==> config.mk <==
export PLATFORM = sky130hd
export DESIGN_NAME = apb_requester
export DESIGN_NICKNAME = d
export VERILOG_FILES = /design/src/rtl/apb_requester.sv
export SDC_FILE = /design/constraint.sdc
export NUM_CORES = 1
export LEC_CHECK = 0
export BUFFER_PORTS_ARGS = -buffer_cell sky130_fd_sc_hd__buf_4
export CORE_MARGIN = 5
export CORE_UTILIZATION = 35
export DETAILED_ROUTE_END_ITERATION = 8
export PLACE_DENSITY = 0.75
export SYNTH_ARGS = -nofsm -noshare
export SYNTH_HDL_FRONTEND = slang
export SYNTH_SLANG_ARGS = --single-unit
==> constraint.sdc <==
create_clock -name pclk -period 2.3 [get_ports pclk]
set_input_delay 0.23 -clock pclk [delete_from_list [all_inputs] [get_ports pclk]]
set_output_delay 0.23 -clock pclk [all_outputs]
set_load 0.005 [all_outputs]
==> src/rtl/apb_requester.sv <==
// APB4 requester: accepts one command at a time over valid/ready, runs the
// APB SETUP/ACCESS handshake, and returns a response.
// Ports: pclk/presetn (async active-low reset), cmd_* command channel,
// rsp_* response channel, p* APB requester-side signals.
module apb_requester #(
  parameter int ADDR_WIDTH     = 32,
  parameter int DATA_WIDTH     = 32,
  parameter int TIMEOUT_CYCLES = 256
) (
  input  logic                    pclk,
  input  logic                    presetn,
  input  logic                    cmd_valid,
  output logic                    cmd_ready,
  input  logic [ADDR_WIDTH-1:0]   cmd_addr,
  input  logic                    cmd_write,
  input  logic [DATA_WIDTH-1:0]   cmd_wdata,
  input  logic [DATA_WIDTH/8-1:0] cmd_strb,
  input  logic [2:0]              cmd_prot,
  output logic                    rsp_valid,
  input  logic                    rsp_ready,
  output logic [DATA_WIDTH-1:0]   rsp_rdata,
  output logic                    rsp_slverr,
  output logic                    rsp_timeout,
  output logic [ADDR_WIDTH-1:0]   paddr,
  output logic [2:0]              pprot,
  output logic                    pwrite,
  output logic [DATA_WIDTH-1:0]   pwdata,
  output logic [DATA_WIDTH/8-1:0] pstrb,
  output logic                    pnse,
  output logic                    psel,
  output logic                    penable,
  input  logic                    pready,
  input  logic [DATA_WIDTH-1:0]   prdata,
  input  logic                    pslverr
);

  localparam int SW = DATA_WIDTH / 8;
  localparam bit TO_EN = (TIMEOUT_CYCLES > 0);
  localparam int CW =
    TO_EN ? $clog2(TIMEOUT_CYCLES + 1) : 1;
  localparam logic [CW-1:0] CNT_MAX =
    TO_EN ? CW'(TIMEOUT_CYCLES) : '0;
  // Counter value seen during the last permitted ACCESS cycle.
  localparam logic [CW-1:0] CNT_LAST =
    TO_EN ? CW'(TIMEOUT_CYCLES - 1) : '0;

  typedef enum logic [1:0] {
    S_IDLE,
    S_SETUP,
    S_ACCESS,
    S_RESP
  } state_e;

  state_e                state_q, state_d;
  logic [ADDR_WIDTH-1:0] paddr_q, paddr_d;
  logic [2:0]            pprot_q, pprot_d;
  logic                  pwrite_q, pwrite_d;
  logic [DATA_WIDTH-1:0] pwdata_q, pwdata_d;
  logic [SW-1:0]         pstrb_q, pstrb_d;
  logic [CW-1:0]         cnt_q, cnt_d;
  logic [DATA_WIDTH-1:0] rdata_q, rdata_d;
  logic                  slverr_q, slverr_d;
  logic                  tmo_q, tmo_d;
  logic                  tmo_hit;

  assign tmo_hit = TO_EN && (cnt_q == CNT_LAST);

  always_ff @(posedge pclk or negedge presetn) begin
    if (!presetn) begin
      state_q  <= S_IDLE;
      paddr_q  <= '0;
      pprot_q  <= '0;
      pwrite_q <= 1'b0;
      pwdata_q <= '0;
      pstrb_q  <= '0;
      cnt_q    <= '0;
      rdata_q  <= '0;
      slverr_q <= 1'b0;
      tmo_q    <= 1'b0;
    end else begin
      state_q  <= state_d;
      paddr_q  <= paddr_d;
      pprot_q  <= pprot_d;
      pwrite_q <= pwrite_d;
      pwdata_q <= pwdata_d;
      pstrb_q  <= pstrb_d;
      cnt_q    <= cnt_d;
      rdata_q  <= rdata_d;
      slverr_q <= slverr_d;
      tmo_q    <= tmo_d;
    end
  end

  always_comb begin
    state_d = state_q;
    unique case (state_q)
      S_IDLE:   if (cmd_valid) state_d = S_SETUP;
      S_SETUP:  state_d = S_ACCESS;
      S_ACCESS: if (pready || tmo_hit) state_d = S_RESP;
      S_RESP:   if (rsp_ready) state_d = S_IDLE;
      default:  state_d = S_IDLE;
    endcase
  end

  always_comb begin
    cmd_ready = (state_q == S_IDLE);
    psel      = (state_q == S_SETUP) || (state_q == S_ACCESS);
    penable   = (state_q == S_ACCESS);
    rsp_valid = (state_q == S_RESP);
  end

  // Request fields load only on accept, so they stay put through the
  // transfer and keep their last value afterwards. Response fields load
  // only on leaving ACCESS, so they stay stable through RESP.
  always_comb begin
    paddr_d  = paddr_q;
    pprot_d  = pprot_q;
    pwrite_d = pwrite_q;
    pwdata_d = pwdata_q;
    pstrb_d  = pstrb_q;
    cnt_d    = cnt_q;
    rdata_d  = rdata_q;
    slverr_d = slverr_q;
    tmo_d    = tmo_q;
    if (state_q == S_IDLE && cmd_valid) begin
      paddr_d  = cmd_addr;
      pprot_d  = cmd_prot;
      pwrite_d = cmd_write;
      pwdata_d = cmd_wdata;
      pstrb_d  = cmd_write ? cmd_strb : '0;
      cnt_d    = '0;
    end
    if (state_q == S_ACCESS) begin
      if (cnt_q != CNT_MAX) cnt_d = cnt_q + CW'(1);
      // A completion in the final budget cycle beats the timeout.
      if (pready) begin
        rdata_d  = pwrite_q ? '0 : prdata;
        slverr_d = pslverr;
        tmo_d    = 1'b0;
      end else if (tmo_hit) begin
        rdata_d  = '0;
        slverr_d = 1'b1;
        tmo_d    = 1'b1;
      end
    end
  end

  assign paddr       = paddr_q;
  assign pprot       = pprot_q;
  assign pwrite      = pwrite_q;
  assign pwdata      = pwdata_q;
  assign pstrb       = pstrb_q;
  assign pnse        = 1'b0;
  assign rsp_rdata   = rdata_q;
  assign rsp_slverr  = slverr_q;
  assign rsp_timeout = tmo_q;

endmodule

# Word level (Yosys, flattened, before mapping)
# Index checks and enable logic that the tools add are counted.
[word_totals]
register_bits = 117
inputBits = 110
word_cells = 40
[op_classes]
n_addsub = 1
eq_ne = 8
muxes = 14
reduce_logical = 7
[op_table]
columns = ["cell", "count"]
rows = [
  ["$mux W32", 3],
  ["$mux W9", 3],
  ["$add A9 B1 Y9 const B", 1],
  ["$eq A9 B8 Y1 const B", 1],
  ["$ne A9 B9 Y1 const B", 1],
  ["$pmux W2 S4", 1],
  ["$mux W2", 3],
  ["$eq A2 B2 Y1 const B", 2],
  ["$mux W4", 1],
  ["$ne A2 B1 Y1 const B", 2],
  ["$mux W1", 3],
  ["$reduce_and A3 Y1", 1],
  ["$eq A2 B1 Y1 const B", 1],
  ["$logic_not A2 Y1", 1],
  ["$logic_or A1 B1 Y1", 2],
  ["$ne A2 B2 Y1 const B", 1],
  ["$reduce_and A2 Y1", 1],
  ["$reduce_bool A2 Y1", 1],
  ["$logic_and A1 B1 Y1", 1],
]

# Depth between registers and ports, before layout
# Gate-level depths: netlist of the first run.
[depth]
ltp_word = 5
ltp_mapped = 10
ltp_nobuf = 8

# Worst setup path after synthesis of the first run
# OpenSTA, ideal clock, no wires.
[synth_path]
path_kind = "register to register"
startpoint = "reg cnt_q[0]"
endpoint = "reg tmo_q (netlist: rsp_timeout)"
arrival_ns = 2.002
t_required_ns = 2.166
path_slack_ns = 0.164
path_stages_with_launch = 10
path_buffers = 2
cell_sequence = "dfrtp_1 ha_1 and3_1 nand3_1 nor2_1 ha_1 o21ai_1 clkbuf_1 clkbuf_1 o21ai_0"
[synth_via]
elab_chain_cells = 3
[synth_rtl]
columns = ["element", "line", "rtl"]
rows = [
  ["start: declaration", "60", "logic [CW-1:0] cnt_q, cnt_d;"],
  ["start signal: assignment", "87", "cnt_q <= cnt_d;"],
  ["$eq A9 B8 Y1", "66", "assign tmo_hit = TO_EN && (cnt_q == CNT_LAST);"],
  ["$reduce_bool A2 Y1 (no line)", "--", ""],
  ["$reduce_and A2 Y1 (no line)", "--", ""],
  ["end signal: assignment", "90", "tmo_q <= tmo_d;"],
  ["end: declaration", "63", "logic tmo_q, tmo_d;"],
]
# No other way between the ends.
# A chain may end at the register's enable or synchronous reset.

# Worst setup path after layout of the first run
[layout_path]
startpoint = "reg cnt_q[7]"
endpoint = "reg cnt_q[0]"
[layout_via]
elab_chain_cells = 3
[layout_rtl]
columns = ["element", "line", "rtl"]
rows = [
  ["$ne A9 B9 Y1", "134", "if (cnt_q != CNT_MAX) cnt_d = cnt_q + CW'(1);"],
  ["$mux W9", "134", ""],
  ["$mux W9", "133", "if (state_q == S_ACCESS) begin"],
  ["via cnt_d[0]", "60", ""],
]
# The timed path passes the listed nets, and every way through them passes these cells.

==> impl_metrics.csv, run 1 <==
group,metric,value,unit
place,dp_slack,313,ps
place,dpl_cell_area,6580,sq um
power,switching_share,0.292,
floorplanning,die-area,15800,sq um
worst_setup_path,cpPeakStageDelay,560,ps
timing,fmax,0.499,GHz
worst_setup_path,cpMaxStageDelayCell,"or4_4",
synth,synthTopCellsByCount,"117 x dfrtp_1, 77 x nand2_1, 69 x mux2_2",
synth,muxShareOfSynthArea,0.166,
timing,rsz0062_at_grt,"false",
timing,relSlewSlack,0.608,
synth,synth_largest_area_cell,"dfrtp_1",
place,place.gp.congestion,0.820,
synth,netlist_instances,380,
timing,whs,58.0,ps
worst_setup_path,crit_chain,"or4_4 > o41ai_4 > buf_4 > nand3_1 > o21ai_0",
power,p_total,10.1,mW
synth,synth_top_family_by_area,"multiplexers",
synth,synth_top_area_frac,0.625,
synth,synth_xor_area_frac,0.00374,
worst_setup_path,arrival,2300,ps
global_route,grt_pass1_wl,20100,um
route,route.met2.wl,5950,um
power,pwr-share-seq,0.366,
timing,hold_viol_final,0,
timing,drv_slew,0,
outcome,outcome,"complete, no violations",
route,routed_wl,12000,um
route,highest_layer,"met4",
final_layout,fin_area,7200,sq um
power,netSwitchingPower,2.94,mW
route,drcViolationCount,0,
global_route,grt.total_usage,0.157,
timing,skew,7.03,ps
final_layout,diodes,0,
power,leakage,3.56,nW
synth,ys_top_cells_by_area,"dfrtp_1 62%, mux2_2 17%, nand2_1 6.2%, o21ai_0 4.6%, ha_1 1.9%",
run,maxCapViolations,0,
synth,synth_fp_nets,497,
route,dr.pass1.iters,4,
route,wl_per_cell,15.1,um
synth,syn_area,4690,sq um
worst_hold_path,hold_class,"in2reg",
route,drtAntennaViolNets,0,
synth,yosysMostFrequentCell,"dfrtp_1",
power,power_frac_clock,0.266,
synth,synth-seq-cells,117,
global_route,grt_pass1_vias,4054,
clocking,cts-root-buf,"clkbuf_16",
clocking,cts_made_buffers,17,
power,p_per_area,1400,nW/um^2
clocking,postCtsSetupBuffers,0,
worst_setup_path,worst_r2r_path_depth,5,
synth,async_flop_share,1.00,
synth,ys_warn_count,0,
route,vias,3725,
synth,syn_avg_cell_area,12.3,sq um
timing,worst_pin_slew,586,ps
worst_setup_path,cp_max_fo,11,
global_route,grt_start_max_net_pins,69,
clocking,clock_sink_count,117,
worst_hold_path,hold_path_depth,2,
global_route,antenna_found_initial,0,
floorplanning,initial_core_util,0.355,
timing,setup_viol,0,
floorplanning,ios,221,
clocking,h-tree-depth,4,
timing,fin_ws,296,ps
clocking,cts.clk_slew.worst_paths,50,ps
synth,synth_compound_area_frac,0.0652,
synth,synth_fa_ha_area_frac,0.0187,
route,drtIter0Drc,174,
floorplanning,die_w,126,um
synth,seq_area_frac_synth,0.625,
synth,synth_simple_gate_area_frac,0.0953,
global_route,grt.overflow.total,0,
clocking,cts_tree,"built",
power,ir_worst_vdd,0.000769,V
final_layout,fillers,1146,
worst_setup_path,end_kind,"flip-flop",
route,wl_met3,1190,um
final_layout,drive_gt1_frac,0.544,
final_layout,area_growth,53.7,%
worst_setup_path,start_kind,"flip-flop",
worst_setup_path,crit_type,"reg2reg",
floorplanning,rows,42,
synth,synth_edf_count,0,
worst_setup_path,crit_required,2600,ps
synth,synthFlopType,"dfrtp_1",
floorplanning,dieHeight,126,um
clocking,max-clock-path-buffers,2,
synth,yosysUniqueCellTypes,32,
timing,final.period_utilization,0.871,
final_layout,final_nets,724,
clocking,insertion_delay,400,ps
place,numPortBuffers,219,
power,p_int,7.14,mW
timing,finalSetupTns,0,ps
route,via_per_inst,4.69,
route,wl_met1,4630,um
floorplanning,core,13200,sq um
power,pwr-share-comb,0.367,
timing,fin_crit,2000,ps
place,hpwl,9120,um
[cells by family (layout without fill, tap and decap cells)]
group,count (synthesis),after routing
xor+xnor,2,2
other cells,1,1
flops,117,117
fa+ha+maj,7,7
buf+inv,29,268
compound gates,52,52
simple gates,103,103
mux,69,69
[sequential cells by signal, summed over array words and instances, names as in the netlist]
signal	cells
rsp_rdata	32
paddr	32
pwrite	1
rsp_timeout	1
rsp_slverr	1
pwdata	32
pstrb	4
cnt_q	9
pprot	3
state_q	2
[power by group through the flow]
stage          combinational [mW]  clock, mW  sequential, mW
2_1_floorplan                1.53          0            3.70
3_3_place_gp                 3.67          0            3.64
3_5_place_dp                 3.77          0            3.71
4_1_cts                      3.78       2.75            3.70
5_1_grt                      4.10       2.85            3.83
6_report                     3.70       2.68            3.69
[metrics by stage]
step,utilization,std cells
after floorplan,-,380
after global placement,0.499,763
after detailed placement,0.499,763
after CTS,0.546,795
after global routing,0.546,795
final,0.546,795
[what timing repair did]
item,CTS,global route
resized for setup,0,0
hold endpoints to repair,17,0
hold buffers,1,0
setup endpoints to repair,0,0
[layout make-up]
class                           count  area (sq um)  share of cell area
Clock inverter                      9           125              0.0174
Multi-Input combinational cell    234          1660               0.230
Inverter                            8          30.0             0.00417
Timing Repair Buffer              229          1760               0.244
Sequential cell                   117          2930               0.406
Tap cell                          176           220              0.0306
Clock buffer                       22           484              0.0672
[path summary, 6_finish.rpt]
kind                                     from             to  slack, ps
worst min register to register   rsp_rdata[1]   rsp_rdata[1]        480
worst min-delay path            cmd_wdata[26]     pwdata[26]         60
max in group asynchronous             presetn         pwrite       1350
min in group asynchronous             presetn  rsp_rdata[20]        260
worst max register to register       cnt_q[7]       cnt_q[0]        300
worst max-delay path                 cnt_q[7]       cnt_q[0]        300
[placed cells by master (no fill, tap or decap), types with 3 or more instances in the layout]
cell,instances
buf_4,225
dfrtp_1,117
nand2_1,77
mux2_2,69
o21ai_0,43
clkbuf_16,17
inv_1,8
nand3_1,7
ha_1,7
clkinv_2,4
clkbuf_8,4
and3_2,3
nor3_1,3
a211o_1,3
bufinv_16,3
buf_12,3
[worst max-delay path: cells and delay by family (launching register included)]
kind / cells / cell delay, ps
buffers and inverters: 1 / 240
AOI/OAI and AO/OA: 2 / 600
and+or+nand+nor: 2 / 640
DFF: 1 / 420
[metal layers]
layer,up-vias,track usage
li1,1742,-
met1,1785,0.183
met2,176,0.251
met3,22,0.0694
met4,0,0.0695
met5,-,0
Power figures use the tool's default switching activity.
==> inputs of run 2 (changes only) <==
CTS_CLUSTER_DIAMETER = 30   (was default)
PLACE_DENSITY = 0.63   (was 0.75)
==> run 2 against run 1 <==
Non-clock buffer count grew 1. Global-route usage shrank 0.40 points. Core utilization shrank 0.20 points. Critical endpoint is now state_q[1]. Count of clock-buffer cells in the layout shrank 1.
==> impl_metrics.csv, run 2 (synthesis gave the netlist of run 1 again) <==
group,metric,value,unit
outcome,outcome,"complete, no violations",
floorplanning,die-area,15800,sq um
worst_setup_path,crit_required,2580,ps
route,wl_met1,4770,um
final_layout,final_nets,725,
final_layout,diodes,0,
clocking,cts-root-buf,"clkbuf_16",
clocking,cts_resized,0,
route,wl_per_cell,14.9,um
worst_setup_path,crit_chain,"ha_1 > and3_1 > nand3_1 > nor2_1 > ha_1 > nor2_1 > a21oi_1 > mux2_2",
timing,skew,6.58,ps
clocking,cts.clk_slew.worst_paths,50,ps
place,place.gp.congestion,0.778,
route,highest_layer,"met4",
power,ir_worst_vdd,0.000546,V
route,routed_wl,11900,um
worst_setup_path,cp_max_fo,6,
route,drtAntennaViolNets,0,
route,dr.pass1.iters,4,
worst_hold_path,hold_class,"in2reg",
route,route.met2.wl,5640,um
place,numPortBuffers,219,
floorplanning,dieHeight,126,um
timing,fmax,0.498,GHz
place,hpwl,8950,um
global_route,grt.total_usage,0.153,
floorplanning,initial_core_util,0.355,
timing,rsz0062_at_grt,"false",
worst_setup_path,start_kind,"flip-flop",
timing,finalSetupTns,0,ps
final_layout,area_growth,53.2,%
timing,hold_viol_final,0,
route,vias,3643,
floorplanning,die_w,126,um
route,via_per_inst,4.58,
timing,drv_slew,0,
timing,whs,56.3,ps
route,drcViolationCount,0,
floorplanning,core,13200,sq um
worst_setup_path,end_kind,"flip-flop",
power,p_per_area,1380,nW/um^2
global_route,grt.overflow.total,0,
global_route,grt_start_max_net_pins,69,
worst_setup_path,cpPeakStageDelay,420,ps
clocking,cts_made_buffers,17,
route,wl_met3,1190,um
final_layout,final_common_cell,"buf_4",
clocking,h-tree-depth,4,
global_route,antenna_found_initial,0,
worst_setup_path,arrival,2290,ps
timing,final.period_utilization,0.873,
global_route,grt_pass1_vias,3806,
floorplanning,ios,221,
timing,setup_viol,0,
clocking,max-clock-path-buffers,2,
worst_setup_path,cpMaxStageDelayCell,"dfrtp_1",
timing,fin_crit,2010,ps
floorplanning,rows,42,
timing,worst_pin_slew,547,ps
clocking,clock_sink_count,117,
final_layout,drive_gt1_frac,0.545,
power,leakage,3.55,nW
global_route,grt_pass1_wl,19300,um
timing,relSlewSlack,0.636,
worst_setup_path,crit_type,"reg2reg",
clocking,insertion_delay,400,ps
clocking,postCtsSetupBuffers,0,
run,maxCapViolations,0,
final_layout,layout_common_cells,"226 x buf_4, 117 x dfrtp_1, 77 x nand2_1",
route,drtIter0Drc,130,
clocking,cts_tree,"built",
-- run 2: cell types whose count changed in the layout (fill, tap and decap cells not counted), sizes merged --
| cell | previous run | this run |
|---|---|---|
| buf | 228 | 229 |
| bufinv | 3 | 2 |
| clkbuf | 22 | 21 |
| clkinv | 4 | 6 |
-- run 2: per-stage QoR --
step / cell area (sq um) / util / worst slack, ps / cells / power (mW)
final: 7180 / 0.544 / 292 / 796 / 9.91
after floorplan: 4690 / - / 164 / 380 / 5.23
after detailed placement: 6590 / 0.500 / 282 / 764 / 7.50
after global routing: 7180 / 0.544 / 139 / 796 / 10.6
after global placement: 6590 / 0.500 / 350 / 764 / 7.36
after CTS: 7180 / 0.544 / 269 / 796 / 10.1
-- run 2: layer usage --
layer	GRT usage	vias to the layer above
met5	0	-
met4	0.0695	0
met3	0.0690	24
met2	0.238	155
met1	0.182	1710
li1	-	1754
-- run 2: worst paths after layout --
path,start,to,slack [ps],cells past startpoint
max reg2reg,cnt_q[0],state_q[1],290,8
min in group asynchronous,presetn,rsp_rdata[14],360,2
min reg2reg,rsp_timeout,rsp_timeout,480,2
max,cnt_q[0],state_q[1],290,8
max in group asynchronous,presetn,paddr[26],1230,3
min,cmd_wdata[11],pwdata[11],60,2
-- run 2: what timing repair did --
item / 4_1_cts / 5_1_grt
hold buffers: 1 / 0
setup endpoints to repair: 0 / 0
endpoints found under the hold margin: 40 / 0
-- run 2: power by group --
part / internal [mW] / switching (mW) / leakage (nW)
Sequential: 3.08 / 0.602 / 1.46
Combinational: 2.26 / 1.45 / 1.81
Clock: 1.66 / 0.865 / 0.284
-- run 2: area by class of cell --
class	instances	area [sq um]
clock buffers	21	470
clock inverters	10	105
fillers	1154	6010
inverters	8	30.0
multi-input cells	234	1660
flip-flops and latches	117	2930
well taps	176	220
repair buffers	230	1770
-- run 2: worst max-delay path, delay by kind of cell (launching register included) --
family,cells,cell delay [ps]
AO/OA/AOI/OAI,1,200
adder cells (fa/ha/maj),2,410
flip-flops,1,420
multiplexers,1,360
AND/OR/NAND/NOR,4,510
==> inputs of run 3 (changes only) <==
PLACE_DENSITY = 0.61   (was 0.63)
clock period = 2.1 ns   (was 2.3 ns; I/O delays follow)
==> run 3 against run 2 <==
Non-clock buffer count grew 4. Count of clock-buffer cells in the layout shrank 2. Wire length grew 0.34%. Final cell count is 0.63% higher. Power rose by 10%. Core utilization rose by 0.46 points. Largest power group unchanged.
==> impl_metrics.csv, run 3 (synthesis gave the netlist of run 1 again) <==
group,metric,value,unit
timing,whs,32.7,ps
clocking,cts.clk_slew.worst_paths,50,ps
run,maxCapViolations,0,
floorplanning,rows,42,
global_route,grt.overflow.total,0,
route,wl_per_cell,14.9,um
place,hpwl,8970,um
clocking,max-clock-path-buffers,2,
timing,fmax,0.514,GHz
route,via_per_inst,4.52,
final_layout,area_growth,54.4,%
floorplanning,die-area,15800,sq um
clocking,cts-root-buf,"clkbuf_16",
floorplanning,die_w,126,um
power,pwr-share-seq,0.368,
clocking,h-tree-depth,4,
floorplanning,core,13200,sq um
timing,final.period_utilization,0.927,
route,drtIter0Drc,113,
timing,drv_slew,0,
timing,hold_viol_final,0,
global_route,grt_pass1_vias,3814,
floorplanning,ios,221,
power,leakage,3.57,nW
route,vias,3617,
power,pwr-share-comb,0.378,
final_layout,layout_common_cells,"229 x buf_4, 116 x dfrtp_1, 77 x nand2_1",
power,p_int,7.69,mW
power,p_per_area,1510,nW/um^2
outcome,outcome,"complete, no violations",
clocking,cts_made_buffers,17,
worst_setup_path,start_kind,"flip-flop",
final_layout,drive_gt1_frac,0.555,
route,routed_wl,11900,um
power,ir_worst_vdd,0.000880,V
final_layout,diodes,0,
global_route,grt_start_max_net_pins,69,
place,numPortBuffers,219,
clocking,insertion_delay,410,ps
global_route,antenna_found_initial,0,
power,switching_share,0.296,
route,dr.pass1.iters,4,
clocking,clock_sink_count,117,
power,power_frac_clock,0.254,
power,netSwitchingPower,3.24,mW
floorplanning,dieHeight,126,um
timing,fin_crit,1950,ps
floorplanning,initial_core_util,0.355,
route,drcViolationCount,0,
timing,setup_viol,0,
final_layout,final_nets,729,
global_route,grt_pass1_wl,19400,um
place,place.gp.congestion,0.763,
route,drtAntennaViolNets,0,
final_layout,final_common_cell,"buf_4",
worst_setup_path,arrival,2230,ps
timing,skew,6.40,ps
clocking,cts_tree,"built",
place,dpl_cell_area,6630,sq um
worst_setup_path,crit_type,"reg2reg",
final_layout,fin_area,7240,sq um
worst_setup_path,crit_required,2390,ps
global_route,grt.total_usage,0.154,
worst_setup_path,end_kind,"flip-flop",
worst_setup_path,cp_max_fo,5,
worst_hold_path,hold_class,"in2reg",
## run 3: cell types whose count changed in the layout (fill, tap and decap cells not counted), sizes merged
cell      previous run  this run
buf                229       233
clkinvlp             2         4
clkbuf              21        19
clkinv               6         7
## run 3: final timing paths
kind                                    start             to  slack [ps]  cells past startpoint
max in group asynchronous             presetn       cnt_q[0]        1160                      3
worst min register to register  rsp_rdata[31]  rsp_rdata[31]         480                      2
worst max register to register       cnt_q[1]     state_q[1]         150                      8
worst min-delay path             cmd_addr[14]      paddr[14]          30                      2
min in group asynchronous             presetn  rsp_rdata[18]         260                      2
worst max-delay path                 cnt_q[1]     state_q[1]         150                      8
## run 3: through the flow
step / util / setup WS [ps] / power [mW] / TNS, ps / instances
floorplan: - / 52.6 / 5.73 / 0 / 380
global placement: 0.502 / 140 / 8.09 / 0 / 767
detailed placement: 0.502 / 86.9 / 8.25 / 0 / 767
CTS: 0.548 / 82.3 / 11.1 / 0 / 800
global route: 0.549 / -9.38 / 11.7 / -9.38 / 801
finish: 0.549 / 154 / 10.9 / 0 / 801
## run 3: power by group through the flow
stage | logic, mW | registers (mW) | clock network, mW
after floorplan | 1.68 | 4.05 | 0
after global placement | 4.09 | 4.00 | 0
after detailed placement | 4.19 | 4.06 | 0
after CTS | 4.20 | 4.03 | 2.87
after global routing | 4.55 | 4.17 | 2.99
final | 4.13 | 4.02 | 2.78
## run 3: area by class of cell
class,count,area (sq um)
clock buffers,19,453
clock inverters,13,133
fillers,1176,5950
inverters,8,30.0
multi-input cells,234,1660
flip-flops and latches,117,2930
well taps,176,220
repair buffers,234,1810
## run 3: what timing repair did
item / CTS / global route
setup buffers: 0 / 1
resized for setup: 0 / 3
hold endpoints to repair: 19 / 0
endpoints found under the setup margin: 0 / 31
hold buffers: 1 / 0
## run 3: routing by layer
layer,part of all wire,vias to the layer above,wire length [um],global-route usage
met5,0,-,0,0
met1,0.38,1693,4580,0.177
met2,0.49,156,5800,0.242
met4,0.017,0,206,0.0676
met3,0.11,19,1330,0.0766
li1,-,1749,-,-
## run 3: worst max-delay path, stage by stage (launching register included)
cell     delay (ps)
dfrtp_1         400
ha_1            200
and3_1          200
nand3_1         120
nor2_1          130
ha_2            220
nor2_1           60
a21oi_2         160
mux2_2          340
